### src/rtl/wb_stage_if.sv
// Write-back stage port bundle: LS-stage payload and control in,
// register-file read data, write-back and retire status out.
interface wb_stage_if #(
    parameter int XLEN     = 64,
    parameter int INST_LEN = 32
);
    logic                ls_valid_i;
    logic [XLEN-1:0]     pc_i;
    logic [INST_LEN-1:0] instr_i;
    logic [XLEN-1:0]     alures_i;
    logic [XLEN-1:0]     ls_res_i;
    logic [XLEN-1:0]     csr_data_i;
    logic                stall_i;
    logic                flush_i;
    logic [4:0]          rs1_addr_i;
    logic [4:0]          rs2_addr_i;
    logic [XLEN-1:0]     rs1_data_o;
    logic [XLEN-1:0]     rs2_data_o;
    logic [XLEN-1:0]     wb_data_o;
    logic [4:0]          wb_rd_o;
    logic                wb_wen_o;
    logic                commit_o;
    logic [XLEN-1:0]     commit_pc_o;
    logic [63:0]         retire_cnt_o;

    modport master (
        output ls_valid_i, pc_i, instr_i, alures_i, ls_res_i,
        output csr_data_i, stall_i, flush_i, rs1_addr_i, rs2_addr_i,
        input  rs1_data_o, rs2_data_o, wb_data_o, wb_rd_o,
        input  wb_wen_o, commit_o, commit_pc_o, retire_cnt_o
    );

    modport slave (
        input  ls_valid_i, pc_i, instr_i, alures_i, ls_res_i,
        input  csr_data_i, stall_i, flush_i, rs1_addr_i, rs2_addr_i,
        output rs1_data_o, rs2_data_o, wb_data_o, wb_rd_o,
        output wb_wen_o, commit_o, commit_pc_o, retire_cnt_o
    );
endinterface

### src/rtl/wb_stage.sv
// Write-back stage: WB pipeline register, result select, register file
// with write bypass. Define WB_RETIRE_CNT_EN to build the retire counter.
module wb_stage #(
    parameter int XLEN     = 64,
    parameter int INST_LEN = 32
) (
    input  logic    clk,
    input  logic    rst_n,
    wb_stage_if.slave bus
);
    logic                valid_q;
    logic [XLEN-1:0]     pc_q;
    logic [INST_LEN-1:0] instr_q;
    logic [XLEN-1:0]     alures_q;
    logic [XLEN-1:0]     ls_res_q;
    logic [XLEN-1:0]     csr_data_q;
    logic [XLEN-1:0]     rf [32];

    logic [4:0]      opc;
    logic [2:0]      funct3;
    logic [4:0]      rd;
    logic            is_load;
    logic            is_jump;
    logic            is_csr;
    logic            writes_rd;
    logic            wen;
    logic [XLEN-1:0] res;
    logic            unused;

    assign opc    = instr_q[6:2];
    assign funct3 = instr_q[14:12];
    assign rd     = instr_q[11:7];
    assign unused = ^instr_q[INST_LEN-1:15] ^ ^instr_q[1:0];

    // Capture on a live, unstalled, unflushed slot; payload holds otherwise.
    always_ff @(posedge clk or negedge rst_n) begin
        if (!rst_n) begin
            valid_q    <= 1'b0;
            pc_q       <= '0;
            instr_q    <= '0;
            alures_q   <= '0;
            ls_res_q   <= '0;
            csr_data_q <= '0;
        end else if (bus.flush_i || bus.stall_i || !bus.ls_valid_i) begin
            valid_q <= 1'b0;
        end else begin
            valid_q    <= 1'b1;
            pc_q       <= bus.pc_i;
            instr_q    <= bus.instr_i;
            alures_q   <= bus.alures_i;
            ls_res_q   <= bus.ls_res_i;
            csr_data_q <= bus.csr_data_i;
        end
    end

    // Decode the opcode class of the WB-held instruction.
    always_comb begin
        is_load   = (opc == 5'b00000);
        is_jump   = (opc == 5'b11011) || (opc == 5'b11001);
        is_csr    = (opc == 5'b11100) && (funct3 != 3'd0);
        writes_rd = 1'b0;
        case (opc)
            5'b01100, 5'b00100, 5'b01110, 5'b00110,
            5'b01101, 5'b00101, 5'b00000, 5'b11011,
            5'b11001: writes_rd = 1'b1;
            5'b11100: writes_rd = (funct3 != 3'd0);
            default:  writes_rd = 1'b0;
        endcase
    end

    // Pick the write-back value; link address wraps naturally.
    always_comb begin
        res = alures_q;
        unique case (1'b1)
            is_load: res = ls_res_q;
            is_jump: res = pc_q + XLEN'(4);
            is_csr:  res = csr_data_q;
            default: res = alures_q;
        endcase
    end

    assign wen = valid_q && writes_rd && (rd != 5'd0);

    // Register array; x0 is never a write target since wen excludes rd 0.
    always_ff @(posedge clk or negedge rst_n) begin
        if (!rst_n) begin
            for (int i = 0; i < 32; i++) rf[i] <= '0;
        end else if (wen) begin
            rf[rd] <= res;
        end
    end

    function automatic logic [XLEN-1:0] rd_port(input logic [4:0] a);
        if (a == 5'd0)
            return '0;
        else if (wen && (a == rd))
            return res;
        else
            return rf[a];
    endfunction

    assign bus.rs1_data_o  = rd_port(bus.rs1_addr_i);
    assign bus.rs2_data_o  = rd_port(bus.rs2_addr_i);
    assign bus.wb_data_o   = res;
    assign bus.wb_rd_o     = rd;
    assign bus.wb_wen_o    = wen;
    assign bus.commit_o    = valid_q;
    assign bus.commit_pc_o = pc_q;

`ifdef WB_RETIRE_CNT_EN
    logic [63:0] cnt_q;

    // Count each retiring instruction; wraps at 2^64.
    always_ff @(posedge clk or negedge rst_n) begin
        if (!rst_n)
            cnt_q <= '0;
        else if (valid_q)
            cnt_q <= cnt_q + 64'd1;
    end

    assign bus.retire_cnt_o = cnt_q;
`else
    assign bus.retire_cnt_o = '0;
`endif
endmodule

### src/flat_wrapper.sv
// flat-port wrapper written by rule: the top's interface ports become plain ports
module wb_stage_flat 
#(
    parameter int XLEN     = 64,
    parameter int INST_LEN = 32
)
  (clk, rst_n, bus_ls_valid_i, bus_pc_i, bus_instr_i, bus_alures_i, bus_ls_res_i, bus_csr_data_i, bus_stall_i, bus_flush_i, bus_rs1_addr_i, bus_rs2_addr_i, bus_rs1_data_o, bus_rs2_data_o, bus_wb_data_o, bus_wb_rd_o, bus_wb_wen_o, bus_commit_o, bus_commit_pc_o, bus_retire_cnt_o);
  wb_stage_if #(.XLEN(XLEN), .INST_LEN(INST_LEN)) bus_i ();
  input  logic clk;
  input  logic rst_n;
  input wire logic [$bits(bus_i.ls_valid_i)-1:0] bus_ls_valid_i;
  input wire logic [$bits(bus_i.pc_i)-1:0] bus_pc_i;
  input wire logic [$bits(bus_i.instr_i)-1:0] bus_instr_i;
  input wire logic [$bits(bus_i.alures_i)-1:0] bus_alures_i;
  input wire logic [$bits(bus_i.ls_res_i)-1:0] bus_ls_res_i;
  input wire logic [$bits(bus_i.csr_data_i)-1:0] bus_csr_data_i;
  input wire logic [$bits(bus_i.stall_i)-1:0] bus_stall_i;
  input wire logic [$bits(bus_i.flush_i)-1:0] bus_flush_i;
  input wire logic [$bits(bus_i.rs1_addr_i)-1:0] bus_rs1_addr_i;
  input wire logic [$bits(bus_i.rs2_addr_i)-1:0] bus_rs2_addr_i;
  output wire logic [$bits(bus_i.rs1_data_o)-1:0] bus_rs1_data_o;
  output wire logic [$bits(bus_i.rs2_data_o)-1:0] bus_rs2_data_o;
  output wire logic [$bits(bus_i.wb_data_o)-1:0] bus_wb_data_o;
  output wire logic [$bits(bus_i.wb_rd_o)-1:0] bus_wb_rd_o;
  output wire logic [$bits(bus_i.wb_wen_o)-1:0] bus_wb_wen_o;
  output wire logic [$bits(bus_i.commit_o)-1:0] bus_commit_o;
  output wire logic [$bits(bus_i.commit_pc_o)-1:0] bus_commit_pc_o;
  output wire logic [$bits(bus_i.retire_cnt_o)-1:0] bus_retire_cnt_o;
  assign bus_i.ls_valid_i = bus_ls_valid_i;
  assign bus_i.pc_i = bus_pc_i;
  assign bus_i.instr_i = bus_instr_i;
  assign bus_i.alures_i = bus_alures_i;
  assign bus_i.ls_res_i = bus_ls_res_i;
  assign bus_i.csr_data_i = bus_csr_data_i;
  assign bus_i.stall_i = bus_stall_i;
  assign bus_i.flush_i = bus_flush_i;
  assign bus_i.rs1_addr_i = bus_rs1_addr_i;
  assign bus_i.rs2_addr_i = bus_rs2_addr_i;
  assign bus_rs1_data_o = bus_i.rs1_data_o;
  assign bus_rs2_data_o = bus_i.rs2_data_o;
  assign bus_wb_data_o = bus_i.wb_data_o;
  assign bus_wb_rd_o = bus_i.wb_rd_o;
  assign bus_wb_wen_o = bus_i.wb_wen_o;
  assign bus_commit_o = bus_i.commit_o;
  assign bus_commit_pc_o = bus_i.commit_pc_o;
  assign bus_retire_cnt_o = bus_i.retire_cnt_o;
  wb_stage #(.XLEN(XLEN), .INST_LEN(INST_LEN)) u_core (.clk(clk), .rst_n(rst_n), .bus(bus_i));
endmodule
### config.mk
export PLATFORM = sky130hd
export DESIGN_NAME = wb_stage_flat
export DESIGN_NICKNAME = d
export VERILOG_FILES = /design/src/rtl/wb_stage_if.sv /design/src/rtl/wb_stage.sv /design/src/flat_wrapper.sv
export SDC_FILE = /design/constraint.sdc
export NUM_CORES = 2
export LEC_CHECK = 0
export CAP_MARGIN = 15
export CORE_AREA = 2 2 448 539
export DETAILED_ROUTE_END_ITERATION = 8
export DIE_AREA = 0 0 450 541
export PLACE_DENSITY = 0.81
export SYNTH_ARGS = -nofsm -noshare
export SYNTH_HDL_FRONTEND = slang
export SYNTH_SLANG_ARGS = --single-unit
### constraint.sdc
create_clock -name clk -period 3.64 [get_ports clk]
set_input_delay 0.546 -clock clk [delete_from_list [all_inputs] [get_ports clk]]
set_output_delay 0.546 -clock clk [all_outputs]
set_load 0.005 [all_outputs]
Word-level counts from Yosys, hierarchy flattened

Cells that the tools add are included.

Output and inout port bits: 327
Register bits after elaboration: 2,320
Logic and storage cells: 89
Bits of input ports: 303

Reductions and logical operators: 16
Bitwise gates (word level): 3
Add/subtract/negate cells: 1
Muxes and demuxes: 16
Equality and inequality tests: 11
Magnitude comparators: 4

Operator list:

| operator                | count |
|---|---|
| $bwmux W2048            | 1 |
| $bmux W64 S5            | 2 |
| $mux W64                | 9 |
| $demux W64 S5           | 1 |
| $pmux W64 S3            | 1 |
| $add A64 B3 Y64 const B | 1 |
| $ge A6 B6 Y1 const B    | 3 |
| $not A5 Y6              | 3 |
| $eq A5 B3 Y1 const B    | 3 |
| $eq A5 B4 Y1 const B    | 3 |
| $eq A5 B5 Y1 const B    | 3 |
| $logic_not A5 Y1        | 3 |
| $eq A5 B5 Y1            | 2 |
| $reduce_or A9 Y1        | 1 |
| $logic_and A1 B1 Y1     | 6 |
| $lt A6 B1 Y1 const B    | 1 |
| $reduce_bool A5 Y1      | 1 |
| $logic_or A1 B1 Y1      | 3 |
| $reduce_bool A3 Y1      | 1 |
| $pmux W1 S2             | 1 |
| $logic_not A1 Y1        | 1 |
| $mux W1                 | 1 |

Logic depth before layout (Yosys ltp)

Word-level depth: 8
Gate-level depth with buffers: 12
Depth with buffers taken out: 7

Worst setup path before layout

No wires, ideal clock.

Kind: input port to output port
From: input bus_rs2_addr_i[0]
To: output bus_rs2_data_o[53]
Setup slack: -35 ps
Arrival: 3,129 ps
Data required time: 3,094 ps
Buffers on the path: 3
Stages on the path: 7
Cell sequence: buf_2 -> buf_1 -> buf_1 -> mux4_2 -> mux4_2 -> a221oi_1 -> a21oi_2

Cells in the longest elaborated chain, start to end: 6
Elaborated cells on any way between the ends: 9
Classes of those cells: 1 x eq/ne; 5 x mux; 1 x bitwise; 2 x reduce/logical

Ends and longest elaborated chain:

| item                                        | RTL line           | RTL |
|---|---|---|
| from (decl)                                 | flat_wrapper.sv:20 | `input wire logic [$bits(bus_i.rs2_addr_i)-1:0] bus_rs2_addr_i;` |
| $not A5 Y6 (not written as such)            | wb_stage.sv:99     | `return rf[a];` |
| $bmux W64 S5                                | wb_stage.sv:99     |  |
| $mux W64 (not written as such) (2 in a row) | wb_stage.sv:99     |  |
| $mux W64                                    | wb_stage.sv:96     | `else if (wen && (a == rd))` |
| $mux W64 *                                  | wb_stage.sv:94     | `if (a == 5'd0)` |
| to (decl)                                   | flat_wrapper.sv:22 | `output wire logic [$bits(bus_i.rs2_data_o)-1:0] bus_rs2_data_o;` |

Mark *: on every way between the ends. The rest lies on a longest branch, timed or not. The select of a mux whose other input is x is not followed.

Final worst setup path

From: register u_core.pc_q[5], in the netlist u_core.bus.commit_pc_o[5]
To: output bus_rs2_data_o[19]

Cells in the longest elaborated chain, start to end: 4

Ends and longest elaborated chain:

| item                   | RTL line       | RTL |
|---|---|---|
| from (decl)            | wb_stage.sv:12 | `logic [XLEN-1:0] pc_q;` |
| from (signal assigned) | wb_stage.sv:48 | `pc_q <= bus.pc_i;` |
| $add A64 B3 Y64        | wb_stage.sv:76 | `is_jump: res = pc_q + XLEN'(4);` |
| $pmux W64 S3           | wb_stage.sv:74 | `unique case (1'b1)` |
| $mux W64               | wb_stage.sv:96 |  |
| $mux W64               | wb_stage.sv:94 |  |

No other way between the ends.

==> summary.md <==
| Metric | Value |
|---|---|
| First-pass GRT wire length | `675600 um` |
| Via density | `7.107` |
| Critical Path Start Type | `register` |
| Clock buffer depth | `4` |
| CTS tree | `yes` |
| Io pins | `630` |
| Routability cong. | `0.9597` |
| Post-synth top area cell | `dfrtp_1` |
| # port buffers | `546` |
| Final period util | `1.239` |
| Final instance area | `150100 um^2` |
| Area of the multi-input gates | `59230 um^2` |
| Final Routed Wirelength | `472800 um` |
| Async SR Flop Fraction | `1.000` |
| Post-route ant nets | `0` |
| Core area | `238600 um^2` |
| Syn Std Cell Area | `118400 um^2` |
| Max_cap viols | `0` |
| Post-synth EDFFs | `0` |
| Iteration-0 DRC Markers | `16130` |
| Rel. slew slack | `0.02112` |
| Critical path class | `reg2out` |
| Peak supply drop | `0.4242 mV` |
| Num rows | `197` |
| Yosys top cell area share | `0.4899` |
| H-tree levels | `4` |
| Synth cell count leaders | `dfrtp_1, nand2_1, o21ai_0` |
| FF-to-FF Start | `u_core.instr_q[5]$_DFFE_PN0P_` |
| DRC | `2` |
| Initial Util | `0.4963` |
| CP startpoint | `u_core.bus.commit_pc_o[5]$_DFFE_PN0P_` |
| Root Driver | `clkbuf_16` |
| Total grt overflow | `0` |
| Total die area | `243500 um^2` |
| Share of cells above drive strength 1 | `0.3495` |
| WHS | `190.2 ps` |
| CP arrival | `3960 ps` |
| Num CTS Buffers | `222` |
| Synth Warn # | `0` |
| Post-Syn Instances | `10120` |
| Initial antenna violation count | `21` |
| Worst Hold Class | `in2async` |
| Post-route minimum period | `4511 ps` |
| Post-synthesis sequential area ratio | `0.4899` |
| Most used DFF post-synth | `dfrtp_1` |
| Critical Path RT | `3090 ps` |
| Run status | `complete, but fails checks` |
| Number of nets in the layout | `11460` |
| Leak | `64.11 nW` |
| Placed inst area | `134500 um^2` |
| DIE WIDTH | `450 um` |
| Vias in the first global route | `105700` |
| Final cell count without fillers | `14530` |
| PwrDens | `509.0 nW/um^2` |
| Final setup fails | `193` |
| Router iterations before antenna repair | `9` |
| Synthesized area per cell | `11.71 um^2` |
| Placed insts | `13670` |
| Worst slew pin tran | `1465 ps` |
| Slew Viols, Final | `0` |
| Unrepaired setup endpoints after global routing | `yes` |
| Place WS | `-607.3 ps` |
| Failing checks | `design-rule violations, negative setup slack` |
| Clock sinks | `2318` |
| Later-pin clock latency in the skew report | `930 ps` |
| Filler cell count | `15960` |
| Fmax | `0.2217 GHz` |
| Clock-pin slew on the worst setup and hold paths | `80 ps` |
| Hold Vio Cnt, Final | `0` |
| P&R area growth vs syn | `26.77%` |
| Cell with the most instances after synthesis | `dfrtp_1` |
| Die height | `541 um` |
| Register bit total from synthesis | `2318` |
| GRT Util Overall | `0.3741` |
| Register area | `58020 um^2` |
| Crit end category | `output pin` |
| Via Count | `103300` |
| Worst-path maximum fanout | `7` |
| HPWL after DPL | `276500 um` |
| Final worst slack | `-870.6 ps` |
| Largest net degree at the start of global routing | `187` |
| Top post-synthesis cells by area | `dfrtp_1, mux4_2, o21ai_0` |
| Clock skew | `72.23 ps` |
| Synth cell types | `72` |
| Wire length per cell | `32.53 um` |
## worst max-delay path, cell delays in order, from the launching register on
cell and delay, ps:
dfrtp_1 360, nand4_1 220, or4_4 670, buf_4 190, buf_6 120, or3_1 370, a21oi_2 200, o21ai_4 170
buf_12 180, buf_6 110, buf_4 130, o22ai_4 180, clkbuf_2 150
## state kept, by name, summed over array words and instances (netlist names)
signal,flops
u_core.bus.commit_o,1
u_core.ls_res_q,64
u_core.csr_data_q,64
u_core.bus.commit_pc_o,64
u_core.alures_q,64
u_core.instr_q,13
u_core.rf,2048
## where the power goes
group,internal [W],switching [W]
Sequential,0.0286,0.00267
Combinational,0.00974,0.0108
Clock,0.0138,0.0108
## metrics by stage
stage	utilization	total power (W)	setup TNS, ps
floorplan	-	0.03890	0
global placement	0.5638	0.04672	-27340
detailed placement	0.5638	0.04766	-29030
CTS	0.6184	0.07421	-95890
global route	0.6290	0.07832	-121660
finish	0.6291	0.07640	-112450
## cell families (layout without fill, tap and decap cells)
| kind of cell | after synthesis | in the layout | synth area share |
|---|---|---|---|
| AOI/OAI and AO/OA | 2458 | 2458 | 0.1125 |
| and+or+nand+nor | 2419 | 2419 | 0.08318 |
| DFF | 2318 | 2318 | 0.4899 |
| muxes | 1599 | 1599 | 0.2681 |
| buffers and inverters | 1283 | 2438 | 0.04356 |
| xor gates and xnor gates | 36 | 36 | 0.002663 |
| adders and majority gates | 1 | 1 | 0.0001056 |
| other | 1 | 79 | 0.00003167 |
## worst paths after layout
| path | endpoint | slack [ps] | cells past startpoint |
|---|---|---|---|
| hold / removal | u_core.rf[1243]$_DFFE_PN0P_ | 190 | 2 |
| max in group asynchronous | u_core.instr_q[8]$_DFFE_PN0P_ | 1940 | 3 |
| setup reg to reg | u_core.rf[1891]$_DFFE_PN0P_ | 30 | 14 |
| min in group clk | u_core.bus.commit_pc_o[13]$_DFFE_PN0P_ | 200 | 3 |
| hold reg to reg | u_core.rf[1995]$_DFFE_PN0P_ | 400 | 0 |
| setup / recovery | bus_rs2_data_o[19] | -870 | 12 |
## cells in the final DEF (no fill, tap or decap), drive strengths merged, types with 27 or more instances in the layout
cell and n:
o22ai 56, dfrtp 2318, mux4 1230, a22oi 36, inv 97, a221oi 55
mux2i 90, nor4 28, mux2 279, buf 1566, nor3 27, clkbuf 331
nand2 1977, and3 30, nor2 134, a211oi 74, clkinv 55, nand4 33
clkdlybuf4s50 345, a21oi 199, conb 64, nand3 85, o21ai 1938
## timing repair
action / in CTS / in global routing
resized for setup: 1342 / 480
pin swaps: 175 / 167
hold buffers: 1 / 0
endpoints found under the setup margin: 193 / 193
cloned: 12 / 4
setup buffers: 333 / 202
endpoints found under the hold margin: 187 / 0
## per-layer routing
layer / vias up / routed length, um / track usage
met4: 20 / 53230 / 0.3353
met1: 50680 / 139700 / 0.4178
li1: 38960 / - / -
met3: 3464 / 72650 / 0.1459
met2: 10150 / 207000 / 0.5553
met5: - / 131 / 0
## layout make-up
type / count / area share
clock buffer: 309 / 0.04207
sequential: 2318 / 0.3865
clock inverter: 91 / 0.007843
timing repair buffer: 1942 / 0.1394
multi-input combinational: 6577 / 0.3945
antenna: 15 / 0.0002500
tap: 3184 / 0.02654
inverter: 96 / 0.002867
Power figures use the tool's default switching activity.
